File: config.mk
export PLATFORM = sky130hd
export DESIGN_NAME = frequency_generator
export DESIGN_NICKNAME = d
export VERILOG_FILES = /design/src/rtl/frequency_generator_pkg.sv /design/src/rtl/axi_lite_reg_slave.sv /design/src/rtl/frequency_generator.sv
export SDC_FILE = /design/constraint.sdc
export NUM_CORES = 1
export LEC_CHECK = 0
export CAP_MARGIN = 10
export CORE_MARGIN = 2
export CORE_UTILIZATION = 25
export CTS_CLUSTER_DIAMETER = 60
export DETAILED_ROUTE_END_ITERATION = 10
export PLACE_DENSITY = 0.49
export SETUP_SLACK_MARGIN = 0.05
export SLEW_MARGIN = 0
export SYNTH_ARGS = -nofsm -noshare
export SYNTH_HDL_FRONTEND = slang
export SYNTH_HIERARCHICAL = 1
export SYNTH_SLANG_ARGS = --single-unit
File: constraint.sdc
create_clock -name SysClk_ClkIn -period 7.1 [get_ports SysClk_ClkIn]
set_clock_uncertainty 0.05 [all_clocks]
set_input_delay 1.775 -clock SysClk_ClkIn [delete_from_list [all_inputs] [get_ports SysClk_ClkIn]]
set_output_delay 1.775 -clock SysClk_ClkIn [all_outputs]
set_load 0.05 [all_outputs]
File: src/rtl/frequency_generator_pkg.sv
// Shared definitions for the frequency generator: register offsets, constants,
// generator FSM states and the half-period range check.
package frequency_generator_pkg;

  localparam logic [15:0] addrControl    = 16'h0000;
  localparam logic [15:0] addrStatus     = 16'h0004;
  localparam logic [15:0] addrHalfPeriod = 16'h0008;
  localparam logic [15:0] addrVersion    = 16'h000C;

  localparam logic [31:0] versionValue   = 32'h0001_0000;
  localparam logic [31:0] halfPeriodMax  = 32'd500_000_000;
  localparam logic [31:0] nsPerSecond    = 32'd1_000_000_000;

  typedef enum logic [1:0] {
    Idle       = 2'd0,
    WaitSecond = 2'd1,
    Running    = 2'd2
  } genState_t;

  // A half period is usable when it spans at least two clock periods and a full
  // output cycle still fits in one second.
  function automatic logic halfPeriodValid(input logic [31:0] halfPeriod,
                                           input logic [31:0] halfPeriodMin);
    return (halfPeriod >= halfPeriodMin) && (halfPeriod <= halfPeriodMax);
  endfunction

endpackage

File: src/rtl/axi_lite_reg_slave.sv
// AXI4-Lite slave holding the generator registers.
//   clk/rstN        : clock, asynchronous active-low reset
//   aw*/w*/b*       : write address, write data and write response channels
//   ar*/r*          : read address and read data channels
//   setError        : pulse from the generator, sets the sticky Error bit
//   clearEnable     : pulse from the generator, clears Enable
//   enable          : Control.Enable
//   halfPeriod      : HalfPeriod_Ns register
module axi_lite_reg_slave
  import frequency_generator_pkg::*;
(
  input  logic        clk,
  input  logic        rstN,
  input  logic        awValid,
  output logic        awReady,
  input  logic [15:0] awAddr,
  input  logic        wValid,
  output logic        wReady,
  input  logic [31:0] wData,
  output logic        bValid,
  input  logic        bReady,
  output logic [1:0]  bResp,
  input  logic        arValid,
  output logic        arReady,
  input  logic [15:0] arAddr,
  output logic        rValid,
  input  logic        rReady,
  output logic [1:0]  rResp,
  output logic [31:0] rData,
  input  logic        setError,
  input  logic        clearEnable,
  output logic        enable,
  output logic [31:0] halfPeriod
);

  logic        error;
  logic        wrEn;
  logic        rdEn;
  logic        statusClear;
  logic [31:0] readMux;

  // AWREADY and WREADY are one shared pulse; the write lands on the edge
  // where that pulse is high.
  assign wReady      = awReady;
  assign wrEn        = awReady && awValid && wValid;
  assign rdEn        = arReady && arValid;
  assign statusClear = wrEn && (awAddr == addrStatus) && wData[0];
  assign bResp       = 2'b00;
  assign rResp       = 2'b00;

  always_comb begin
    readMux = '0;
    case (arAddr)
      addrControl:    readMux = {31'd0, enable};
      addrStatus:     readMux = {31'd0, error};
      addrHalfPeriod: readMux = halfPeriod;
      addrVersion:    readMux = versionValue;
      default:        readMux = '0;
    endcase
  end

  always_ff @(posedge clk or negedge rstN) begin
    if (!rstN) begin
      awReady    <= 1'b0;
      bValid     <= 1'b0;
      arReady    <= 1'b0;
      rValid     <= 1'b0;
      rData      <= '0;
      enable     <= 1'b0;
      error      <= 1'b0;
      halfPeriod <= '0;
    end else begin
      // A pending response blocks the next write until it is accepted.
      awReady <= awValid && wValid && !awReady && !bValid;
      arReady <= arValid && !arReady && !rValid;

      if (wrEn) begin
        bValid <= 1'b1;
      end else if (bValid && bReady) begin
        bValid <= 1'b0;
      end

      if (rdEn) begin
        rValid <= 1'b1;
        rData  <= readMux;
      end else if (rValid && rReady) begin
        rValid <= 1'b0;
        rData  <= '0;
      end

      // A hardware error in the same cycle as a W1C keeps the bit set.
      error <= setError || (error && !statusClear);

      if (wrEn && (awAddr == addrControl)) begin
        enable <= wData[0];
      end else if (clearEnable) begin
        enable <= 1'b0;
      end

      if (wrEn && (awAddr == addrHalfPeriod)) begin
        halfPeriod <= wData;
      end
    end
  end

endmodule

File: src/rtl/frequency_generator.sv
// Square-wave generator phase-aligned to ClockTime: every second starts with an
// active edge, then the output toggles each HalfPeriod_Ns until the second ends.
//   SysClk_ClkIn / SysRstN_RstIn : clock, asynchronous active-low reset
//   ClockTime_*                  : local time bus (seconds, ns, jump flag, valid)
//   Frequency_EvtOut             : generated square wave
//   Axi*                         : AXI4-Lite register interface (Prot/Strobe ignored)
module frequency_generator
  import frequency_generator_pkg::*;
#(
  parameter int    ClockPeriod_Gen    = 20,
  parameter string OutputPolarity_Gen = "true"
) (
  input  logic        SysClk_ClkIn,
  input  logic        SysRstN_RstIn,
  input  logic [31:0] ClockTime_Second_DatIn,
  input  logic [31:0] ClockTime_Nanosecond_DatIn,
  input  logic        ClockTime_TimeJump_DatIn,
  input  logic        ClockTime_ValIn,
  output logic        Frequency_EvtOut,
  input  logic        AxiWriteAddrValid_ValIn,
  output logic        AxiWriteAddrReady_RdyOut,
  input  logic [15:0] AxiWriteAddrAddress_AdrIn,
  input  logic [2:0]  AxiWriteAddrProt_DatIn,
  input  logic        AxiWriteDataValid_ValIn,
  output logic        AxiWriteDataReady_RdyOut,
  input  logic [31:0] AxiWriteDataData_DatIn,
  input  logic [3:0]  AxiWriteDataStrobe_DatIn,
  output logic        AxiWriteRespValid_ValOut,
  input  logic        AxiWriteRespReady_RdyIn,
  output logic [1:0]  AxiWriteRespResponse_DatOut,
  input  logic        AxiReadAddrValid_ValIn,
  output logic        AxiReadAddrReady_RdyOut,
  input  logic [15:0] AxiReadAddrAddress_AdrIn,
  input  logic [2:0]  AxiReadAddrProt_DatIn,
  output logic        AxiReadDataValid_ValOut,
  input  logic        AxiReadDataReady_RdyIn,
  output logic [1:0]  AxiReadDataResponse_DatOut,
  output logic [31:0] AxiReadDataData_DatOut
);

  localparam bit          activeHigh    = (OutputPolarity_Gen == "true");
  localparam logic [31:0] halfPeriodMin = 32'(2 * ClockPeriod_Gen);

  logic        enable;
  logic [31:0] halfPeriod;
  logic        setError;
  logic        clearEnable;

  genState_t   state, stateNext;
  logic        activeReg, activeNext;
  logic [31:0] lastSecond, lastSecondNext;
  logic [30:0] nextToggle, nextToggleNext;
  logic [30:0] halfActive, halfActiveNext;

  logic        fault;
  logic        newSecond;
  logic        toggleDue;

  axi_lite_reg_slave regs (
    .clk         (SysClk_ClkIn),
    .rstN        (SysRstN_RstIn),
    .awValid     (AxiWriteAddrValid_ValIn),
    .awReady     (AxiWriteAddrReady_RdyOut),
    .awAddr      (AxiWriteAddrAddress_AdrIn),
    .wValid      (AxiWriteDataValid_ValIn),
    .wReady      (AxiWriteDataReady_RdyOut),
    .wData       (AxiWriteDataData_DatIn),
    .bValid      (AxiWriteRespValid_ValOut),
    .bReady      (AxiWriteRespReady_RdyIn),
    .bResp       (AxiWriteRespResponse_DatOut),
    .arValid     (AxiReadAddrValid_ValIn),
    .arReady     (AxiReadAddrReady_RdyOut),
    .arAddr      (AxiReadAddrAddress_AdrIn),
    .rValid      (AxiReadDataValid_ValOut),
    .rReady      (AxiReadDataReady_RdyIn),
    .rResp       (AxiReadDataResponse_DatOut),
    .rData       (AxiReadDataData_DatOut),
    .setError    (setError),
    .clearEnable (clearEnable),
    .enable      (enable),
    .halfPeriod  (halfPeriod)
  );

  assign fault     = ClockTime_TimeJump_DatIn || !ClockTime_ValIn;
  assign newSecond = (ClockTime_Second_DatIn != lastSecond);
  // Toggles stop once the schedule passes the end of the second, which also
  // keeps the 31-bit accumulator from overflowing.
  assign toggleDue = (ClockTime_Nanosecond_DatIn >= {1'b0, nextToggle}) &&
                     ({1'b0, nextToggle} < nsPerSecond);

  always_ff @(posedge SysClk_ClkIn or negedge SysRstN_RstIn) begin
    if (!SysRstN_RstIn) begin
      state <= Idle;
    end else begin
      state <= stateNext;
    end
  end

  always_comb begin
    stateNext = state;
    if (!enable) begin
      stateNext = Idle;
    end else begin
      case (state)
        Idle:
          if (ClockTime_ValIn && halfPeriodValid(halfPeriod, halfPeriodMin)) begin
            stateNext = WaitSecond;
          end
        WaitSecond:
          if (!fault && newSecond) begin
            stateNext = Running;
          end
        Running:
          if (fault) begin
            stateNext = WaitSecond;
          end
        default: stateNext = Idle;
      endcase
    end
  end

  always_comb begin
    activeNext     = activeReg;
    lastSecondNext = lastSecond;
    nextToggleNext = nextToggle;
    halfActiveNext = halfActive;
    setError       = 1'b0;
    clearEnable    = 1'b0;
    if (!enable) begin
      activeNext = 1'b0;
    end else begin
      case (state)
        Idle: begin
          activeNext     = 1'b0;
          // Tracked while idle so that WaitSecond starts from the entry second.
          lastSecondNext = ClockTime_Second_DatIn;
          if (ClockTime_ValIn && !halfPeriodValid(halfPeriod, halfPeriodMin)) begin
            setError    = 1'b1;
            clearEnable = 1'b1;
          end
        end
        WaitSecond, Running: begin
          if (fault) begin
            setError       = 1'b1;
            activeNext     = 1'b0;
            lastSecondNext = ClockTime_Second_DatIn;
          end else if (newSecond) begin
            // Second boundary wins over a coincident toggle; new half period
            // takes effect only here.
            activeNext     = 1'b1;
            halfActiveNext = halfPeriod[30:0];
            nextToggleNext = halfPeriod[30:0];
            lastSecondNext = ClockTime_Second_DatIn;
          end else if (state == WaitSecond) begin
            activeNext = 1'b0;
          end else if (toggleDue) begin
            activeNext     = !activeReg;
            nextToggleNext = nextToggle + halfActive;
          end
        end
        default: activeNext = 1'b0;
      endcase
    end
  end

  always_ff @(posedge SysClk_ClkIn or negedge SysRstN_RstIn) begin
    if (!SysRstN_RstIn) begin
      activeReg  <= 1'b0;
      lastSecond <= '0;
      nextToggle <= '0;
      halfActive <= '0;
    end else begin
      activeReg  <= activeNext;
      lastSecond <= lastSecondNext;
      nextToggle <= nextToggleNext;
      halfActive <= halfActiveNext;
    end
  end

  assign Frequency_EvtOut = activeHigh ? activeReg : !activeReg;

endmodule

==> results.py, run 1 <==
metrics = {
    "logic_synthesis": {
        "yosysUniqueCellTypes": 68,
        "async_reset_ff_share_pct": 100,
        "syn_area_sq_um": 9610,
        "yosys_register_bits": 167,
        "synth_ff_type": "dfrtp_1",
        "synth_edf_count": 0,
        "yosysWarnings": 6,
        "ys_seq_area_share_pct": 43.5,
        "syn_inst": 901,
        "syn_area_per_cell_sq_um": 10.7,
    },
    "timing": {
        "finalHoldViolations": 0,
        "period_minus_slack_ns": 4.75,
        "max_slew.worst_pin.slew_ns": 1.12,
        "setup_tns_ns": 0,
        "slew_headroom_pct": 25.1,
        "setup_violations": 0,
        "max_clock_freq_mhz": 211,
        "rsz0062_at_grt": "no",
        "finalCritPeriodShare_pct": 66.9,
        "finalMaxSlewViolations": 0,
    },
    "die": {
        "ios": 189,
        "die_area_sq_um": 40000,
        "die_w_microns": 200,
        "num_rows": 71,
        "start_util_pct": 25.4,
        "core_sq_um": 37800,
        "die_y_microns": 200,
    },
    "cells_and_area": {
        "final_layout_size_suffix_gt1_share_pct": 13.4,
        "n_antenna_cell": 0,
        "nets": 1289,
        "syn_to_final_growth_pct": 30.3,
    },
    "power": {
        "power_leakage_nw": 5.47,
        "power_frac_clock_pct": 45.9,
        "ir_drop_uv": 122,
        "power_w": 0.00213,
        "combinationalPowerShare_pct": 8.4,
        "p_sw_w": 0.000507,
        "seqPwrFrac_pct": 45.7,
        "sw_frac_of_total_pct": 23.8,
        "powerDensity_nw_per_um2": 170,
        "p_int_w": 0.00162,
    },
    "worst_setup_path": {
        "r2r_cells": 12,
        "r2r_end": "nextToggle[15]$_DFFE_PN0P_",
        "crit_fanout": 42,
        "reg2reg_from": "nextToggle[21]$_DFFE_PN0P_",
        "cp-startpoint": "ClockTime_Nanosecond_DatIn[21]",
        "reg2reg_slack_ns": 3.58,
        "worstPathArrival_ns": 5.04,
        "crit_path_start_kind": "input pin",
        "critical_path_class": "input pin to flip-flop",
        "critPathCaptureType": "flip-flop",
        "crit_path_end": "nextToggle[15]$_DFFE_PN0P_",
        "worstPathRequired_ns": 7.39,
    },
    "placement": {
        "place_congestion": 0.801,
        "portBuffers": 174,
        "place_hpwl_mm": 20.9,
    },
    "grt": {
        "track_usage_pct": 14.3,
        "antenna_found_initial": 3,
        "grt_max_degree": 72,
        "grt_pass1_vias": 7649,
        "grt_pass1_wl_mm": 43.7,
        "overflow": 0,
    },
    "clock_network": {
        "clock_latency_ns": 0.43,
        "clk_pin_slew_ns": 0.07,
        "htree_levels": 4,
        "clock-sinks": 167,
        "ctsHoldBuffers": 0,
        "cts_resized": 0,
        "clk_path_buf_depth": 2,
        "postCtsSetupRepairBufs": 0,
        "cts_buffers": 17,
        "cts_tree": "built",
        "cts_root_buf": "clkbuf_16",
    },
    "min_path": {
        "min_path_type": "flip-flop to flip-flop",
    },
    "routing": {
        "dr.pass1.iters": 4,
        "viasPerCell": 4.66,
        "ant_nets": 0,
        "detailroute.via_count": 7449,
        "routed_wl_mm": 27.6,
        "wl_per_cell_microns": 17.3,
        "dr.first_iter.drc_count": 369,
        "drc": 0,
    },
    "job": {
        "max-cap-violations": 0,
    },
    "status": {
        "status": "complete, no violations",
    },
}
flip-flops by register name, summed over array words and instances, names as in the netlist, 2 cells and up:
| name | flops |
|---|---|
| state | 2 |
| lastSecond | 32 |
| regs/rData | 32 |
| halfActive | 31 |
| nextToggle | 31 |
| regs/halfPeriod | 32 |
critical path: stages:
cell and delay [ns]:
clkdlybuf4s50_1 0.41, ha_1 0.31, nand4_1 0.15, nor3_1 0.22, nand2_1 0.11, a31oi_1 0.32, o41a_1 0.21, o21ai_2 0.12
o31ai_4 0.68, buf_4 0.50, nor2_1 0.08, a21oi_1 0.14
cell usage in the layout, fill, tap and decap left out, types with 5 or more instances in the layout:
cell	Yosys	final
a22o_1	30	30
mux2i_1	30	30
nor2_1	58	57
a21oi_1	64	64
inv_1	46	46
dfrtp_1	167	167
xor2_1	40	40
a31oi_1	9	8
a211oi_1	8	8
nor3_1	10	9
ha_1	67	67
nand4_1	14	14
nor2b_1	5	5
nor4_1	21	21
buf_4	5	8
o21ai_0	37	37
clkbuf_16	0	17
nand3_1	13	13
clkdlybuf4s50_1	0	173
a21o_1	11	11
mux2_2	88	88
xnor2_1	19	19
nand2_1	54	54
synthesized netlist by cell type, drive strengths merged, types with 2 or more instances:
master | number | area [sq um]
a41oi | 2 | 17.5
and2 | 2 | 12.5
dfrtp | 167 | 4180
or2 | 3 | 18.8
nor3b | 4 | 35.0
nand2b | 4 | 25.0
nand4 | 14 | 87.6
a21oi | 65 | 329
nand3b | 4 | 30.0
and4 | 3 | 26.3
nor2 | 59 | 224
a2111oi | 3 | 26.3
nor3 | 10 | 50.1
or4 | 3 | 22.5
nand3 | 13 | 65.1
clkbuf | 11 | 41.3
nand4b | 2 | 17.5
o21ai | 40 | 204
a211oi | 8 | 60.1
a31oi | 9 | 56.3
o41ai | 2 | 17.5
xor2 | 40 | 350
xnor2 | 19 | 166
nor2b | 5 | 31.3
o31ai | 5 | 42.5
mux2i | 30 | 300
o211ai | 4 | 35.0
buf | 20 | 146
and3 | 5 | 36.3
inv | 46 | 173
o21a | 4 | 30.0
a22oi | 2 | 15.0
nand2 | 54 | 203
a22o | 30 | 263
o221ai | 3 | 26.3
a221oi | 2 | 23.8
mux2 | 90 | 1010
nor4 | 22 | 153
ha | 67 | 838
a21o | 11 | 82.6
cell type report:
class / instances / area [sq um]
Clock buffer: 18 / 429
Multi-Input combinational cell: 659 / 5110
Tap cell: 511 / 639
Clock inverter: 14 / 175
Timing Repair Buffer: 182 / 1800
Inverter: 47 / 176
Sequential cell: 167 / 4180
Fill cell: 3895 / 25200
per-layer routing:
layer	up-vias	global-route usage, %	share of wire, %
li1	3628	-	-
met4	6	3.51	1.3
met3	25	4.23	6.7
met2	177	22.5	45
met1	3613	19.4	47
met5	-	0	0.13
logic make-up (layout without fill, tap and decap cells):
| family | Yosys count | after routing | share of synthesized area, % |
|---|---|---|---|
| AOI/OAI and AO/OA | 198 | 198 | 13.6 |
| xor gates and xnor gates | 59 | 59 | 5.38 |
| adders and majority gates | 68 | 68 | 8.94 |
| buffers and inverters | 78 | 261 | 3.79 |
| DFF | 167 | 167 | 43.5 |
| muxes | 120 | 120 | 13.7 |
| other | 1 | 4 | 0.0390 |
| and+or+nand+nor | 210 | 210 | 11.1 |
power by group through the flow:
stage               clock, W  combinational (W)  sequential, W
floorplan                  0          0.0000546       0.000995
global placement           0           0.000181       0.000989
detailed placement         0           0.000183       0.000990
CTS                  0.00101           0.000184       0.000971
global route         0.00104           0.000199       0.000972
finish              0.000976           0.000179       0.000971
how the worst min path moves through the flow:
stage | start | endpoint | slack, ns | depth (start not counted)
2_1_floorplan | halfActive[25]$_DFFE_PN0P_ | halfActive[25]$_DFFE_PN0P_ | 0.40 | 2
3_3_place_gp | regs/bValid$_DFFE_PN0P_ | regs/awReady$_DFF_PN0_ | 0.40 | 1
3_5_place_dp | regs/bValid$_DFFE_PN0P_ | regs/awReady$_DFF_PN0_ | 0.40 | 1
4_1_cts | regs/bValid$_DFFE_PN0P_ | regs/awReady$_DFF_PN0_ | 0.42 | 1
5_1_grt | regs/bValid$_DFFE_PN0P_ | regs/awReady$_DFF_PN0_ | 0.46 | 1
6_report | regs/bValid$_DFFE_PN0P_ | regs/awReady$_DFF_PN0_ | 0.42 | 1
per-stage QoR:
step	instance area [sq um]	hold slack (ns)	utilization [%]	setup WS, ns	instances
after CTS	12500	0.421	33.2	2.25	1598
after global placement	11900	0.402	31.6	1.82	1566
final	12500	0.415	33.2	2.35	1598
after floorplan	9620	0.400	-	3.21	904
after global routing	12500	0.455	33.2	2.03	1598
after detailed placement	11900	0.405	31.6	1.82	1566
(Power assumes the default switching activity.)
==> run 2, diff against run 1 <==
clock period = 5 ns   (was 7.1 ns; I/O delays follow)
==> run 2 against run 1 <==
Power is 43% higher. Worst hold slack improved by 0.0080 ns. Sequential share of layout area is 0.13 points lower. Wire length is 1.1% higher. Worst setup slack worse by 1.2 ns. Die area unchanged. Largest power group unchanged. Highest routed layer unchanged.
==> results.py, run 2 (synthesis gave the netlist of run 1 again) <==
metrics = {
    "status": {
        "status": "complete, no violations",
    },
    "timing": {
        "finalMaxSlewViolations": 0,
        "period_minus_slack_ns": 3.85,
        "setup_slack_ns": 1.15,
        "finalCritPeriodShare_pct": 77.0,
        "setup_tns_ns": 0,
        "max_clock_freq_mhz": 260,
        "rsz0062_at_grt": "no",
        "setup_violations": 0,
        "finalHoldViolations": 0,
        "fin_hold_ws_ns": 0.423,
        "max_slew.worst_pin.slew_ns": 1.10,
        "slew_headroom_pct": 26.7,
    },
    "cells_and_area": {
        "top_regs": "lastSecond: 32 flops, regs/halfPeriod: 32 flops, regs/rData: 32 flops",
        "seq_area_sq_um": 4180,
        "final_cells": 1602,
        "fin_util_pct": 33.3,
        "final_layout_size_suffix_gt1_share_pct": 13.8,
        "nets": 1293,
        "multiInputGateArea_sq_um": 5110,
        "layout_common_cells": "clkdlybuf4s50_1, dfrtp_1, mux2_2",
        "nFillCells": 3854,
        "final_common_cell": "clkdlybuf4s50_1",
        "syn_to_final_growth_pct": 30.8,
    },
    "worst_setup_path": {
        "worstPathRequired_ns": 5.27,
        "r2r_end": "nextToggle[6]$_DFFE_PN0P_",
        "r2r_cells": 12,
        "critPathCaptureType": "flip-flop",
        "crit_fanout": 26,
        "reg2reg_from": "nextToggle[1]$_DFFE_PN0P_",
        "crit_path_start_kind": "input pin",
        "worstPathArrival_ns": 4.11,
        "reg2reg_slack_ns": 1.89,
        "critical_path_class": "input pin to flip-flop",
    },
    "routing": {
        "ant_nets": 0,
        "dr.pass1.iters": 5,
        "detailroute.via_count": 7479,
        "routed_wl_mm": 27.9,
        "wl_per_cell_microns": 17.4,
        "viasPerCell": 4.67,
        "dr.first_iter.drc_count": 348,
        "drc": 0,
    },
    "clock_network": {
        "clock-sinks": 167,
        "cts_tree": "built",
        "cts_buffers": 17,
        "cts_root_buf": "clkbuf_16",
        "htree_levels": 4,
        "ctsHoldBuffers": 0,
        "clock_latency_ns": 0.44,
        "cts_resized": 0,
        "clk_pin_slew_ns": 0.07,
        "clk_path_buf_depth": 2,
        "postCtsSetupRepairBufs": 0,
    },
    "die": {
        "num_rows": 71,
        "die_y_microns": 200,
        "die_area_sq_um": 40000,
        "ios": 189,
        "core_sq_um": 37800,
        "die_w_microns": 200,
        "start_util_pct": 25.4,
    },
    "placement": {
        "place_ws_ns": 0.668,
        "place_congestion": 0.770,
        "place_hpwl_mm": 21.2,
        "portBuffers": 174,
        "place_inst": 1570,
    },
    "grt": {
        "antenna_found_initial": 3,
        "overflow": 0,
        "track_usage_pct": 14.7,
        "grt_pass1_vias": 7772,
        "grt_max_degree": 87,
        "grt_pass1_wl_mm": 44.1,
    },
    "job": {
        "max-cap-violations": 0,
    },
    "power": {
        "ir_drop_uv": 256,
        "powerDensity_nw_per_um2": 242,
        "power_leakage_nw": 5.50,
    },
    "min_path": {
        "min_to": "regs/awReady$_DFF_PN0_",
        "whs_path_depth": 1,
        "min_path_type": "flip-flop to flip-flop",
        "worstHoldStart": "regs/bValid$_DFFE_PN0P_",
    },
}
## run 2: layer usage
layer | share of wire [%] | vias up | routed length, microns | track usage [%]
li1 | - | 3648 | - | -
met1 | 47 | 3618 | 13000 | 19.3
met2 | 45 | 169 | 12600 | 23.0
met3 | 6.3 | 38 | 1750 | 4.57
met4 | 1.9 | 6 | 540 | 4.44
met5 | 0.12 | - | 34 | 0
## run 2: final cells by class
type	instances	area share, %
Timing Repair Buffer	186	14.7
Clock inverter	13	1.35
Clock buffer	18	3.49
Multi-Input combinational cell	659	40.7
Antenna cell	1	0.0199
Tap cell	511	5.09
Sequential cell	167	33.3
Inverter	47	1.40
## run 2: through the flow
step | cell area (sq um) | total power [W]
final | 12600 | 0.00305
after global routing | 12600 | 0.00317
after CTS | 12600 | 0.00310
after detailed placement | 12000 | 0.00167
after global placement | 12000 | 0.00166
after floorplan | 9620 | 0.00149
## run 2: worst max-delay path by stage
| stage | cells past startpoint | slack, ns | endpoint | start |
|---|---|---|---|---|
| final | 13 | 1.15 | nextToggle[6]$_DFFE_PN0P_ | ClockTime_Nanosecond_DatIn[0] |
| after global routing | 13 | 0.98 | nextToggle[24]$_DFFE_PN0P_ | ClockTime_Nanosecond_DatIn[0] |
| after CTS | 12 | 1.13 | nextToggle[29]$_DFFE_PN0P_ | ClockTime_Nanosecond_DatIn[0] |
| after detailed placement | 13 | 0.67 | nextToggle[24]$_DFFE_PN0P_ | ClockTime_Nanosecond_DatIn[0] |
| after global placement | 12 | 0.64 | nextToggle[30]$_DFFE_PN0P_ | ClockTime_Nanosecond_DatIn[0] |
| after floorplan | 10 | 1.64 | nextToggle[29]$_DFFE_PN0P_ | ClockTime_Nanosecond_DatIn[13] |
## run 2: worst max-delay path, cell delays in order
cell,delay (ns)
clkdlybuf4s50_1,0.45
inv_1,0.04
ha_1,0.28
nor2_1,0.09
a21oi_1,0.08
o31ai_1,0.40
a31oi_1,0.23
o41a_1,0.42
o21ai_2,0.33
o31ai_4,0.13
buf_4,0.25
nor2_1,0.11
a21oi_1,0.05
## run 2: power breakdown
group          switching, W  internal, W  total (W)
registers         0.0000125      0.00137    0.00138
clock network      0.000607     0.000804    0.00141
logic              0.000115     0.000140   0.000255
total              0.000734      0.00231    0.00305
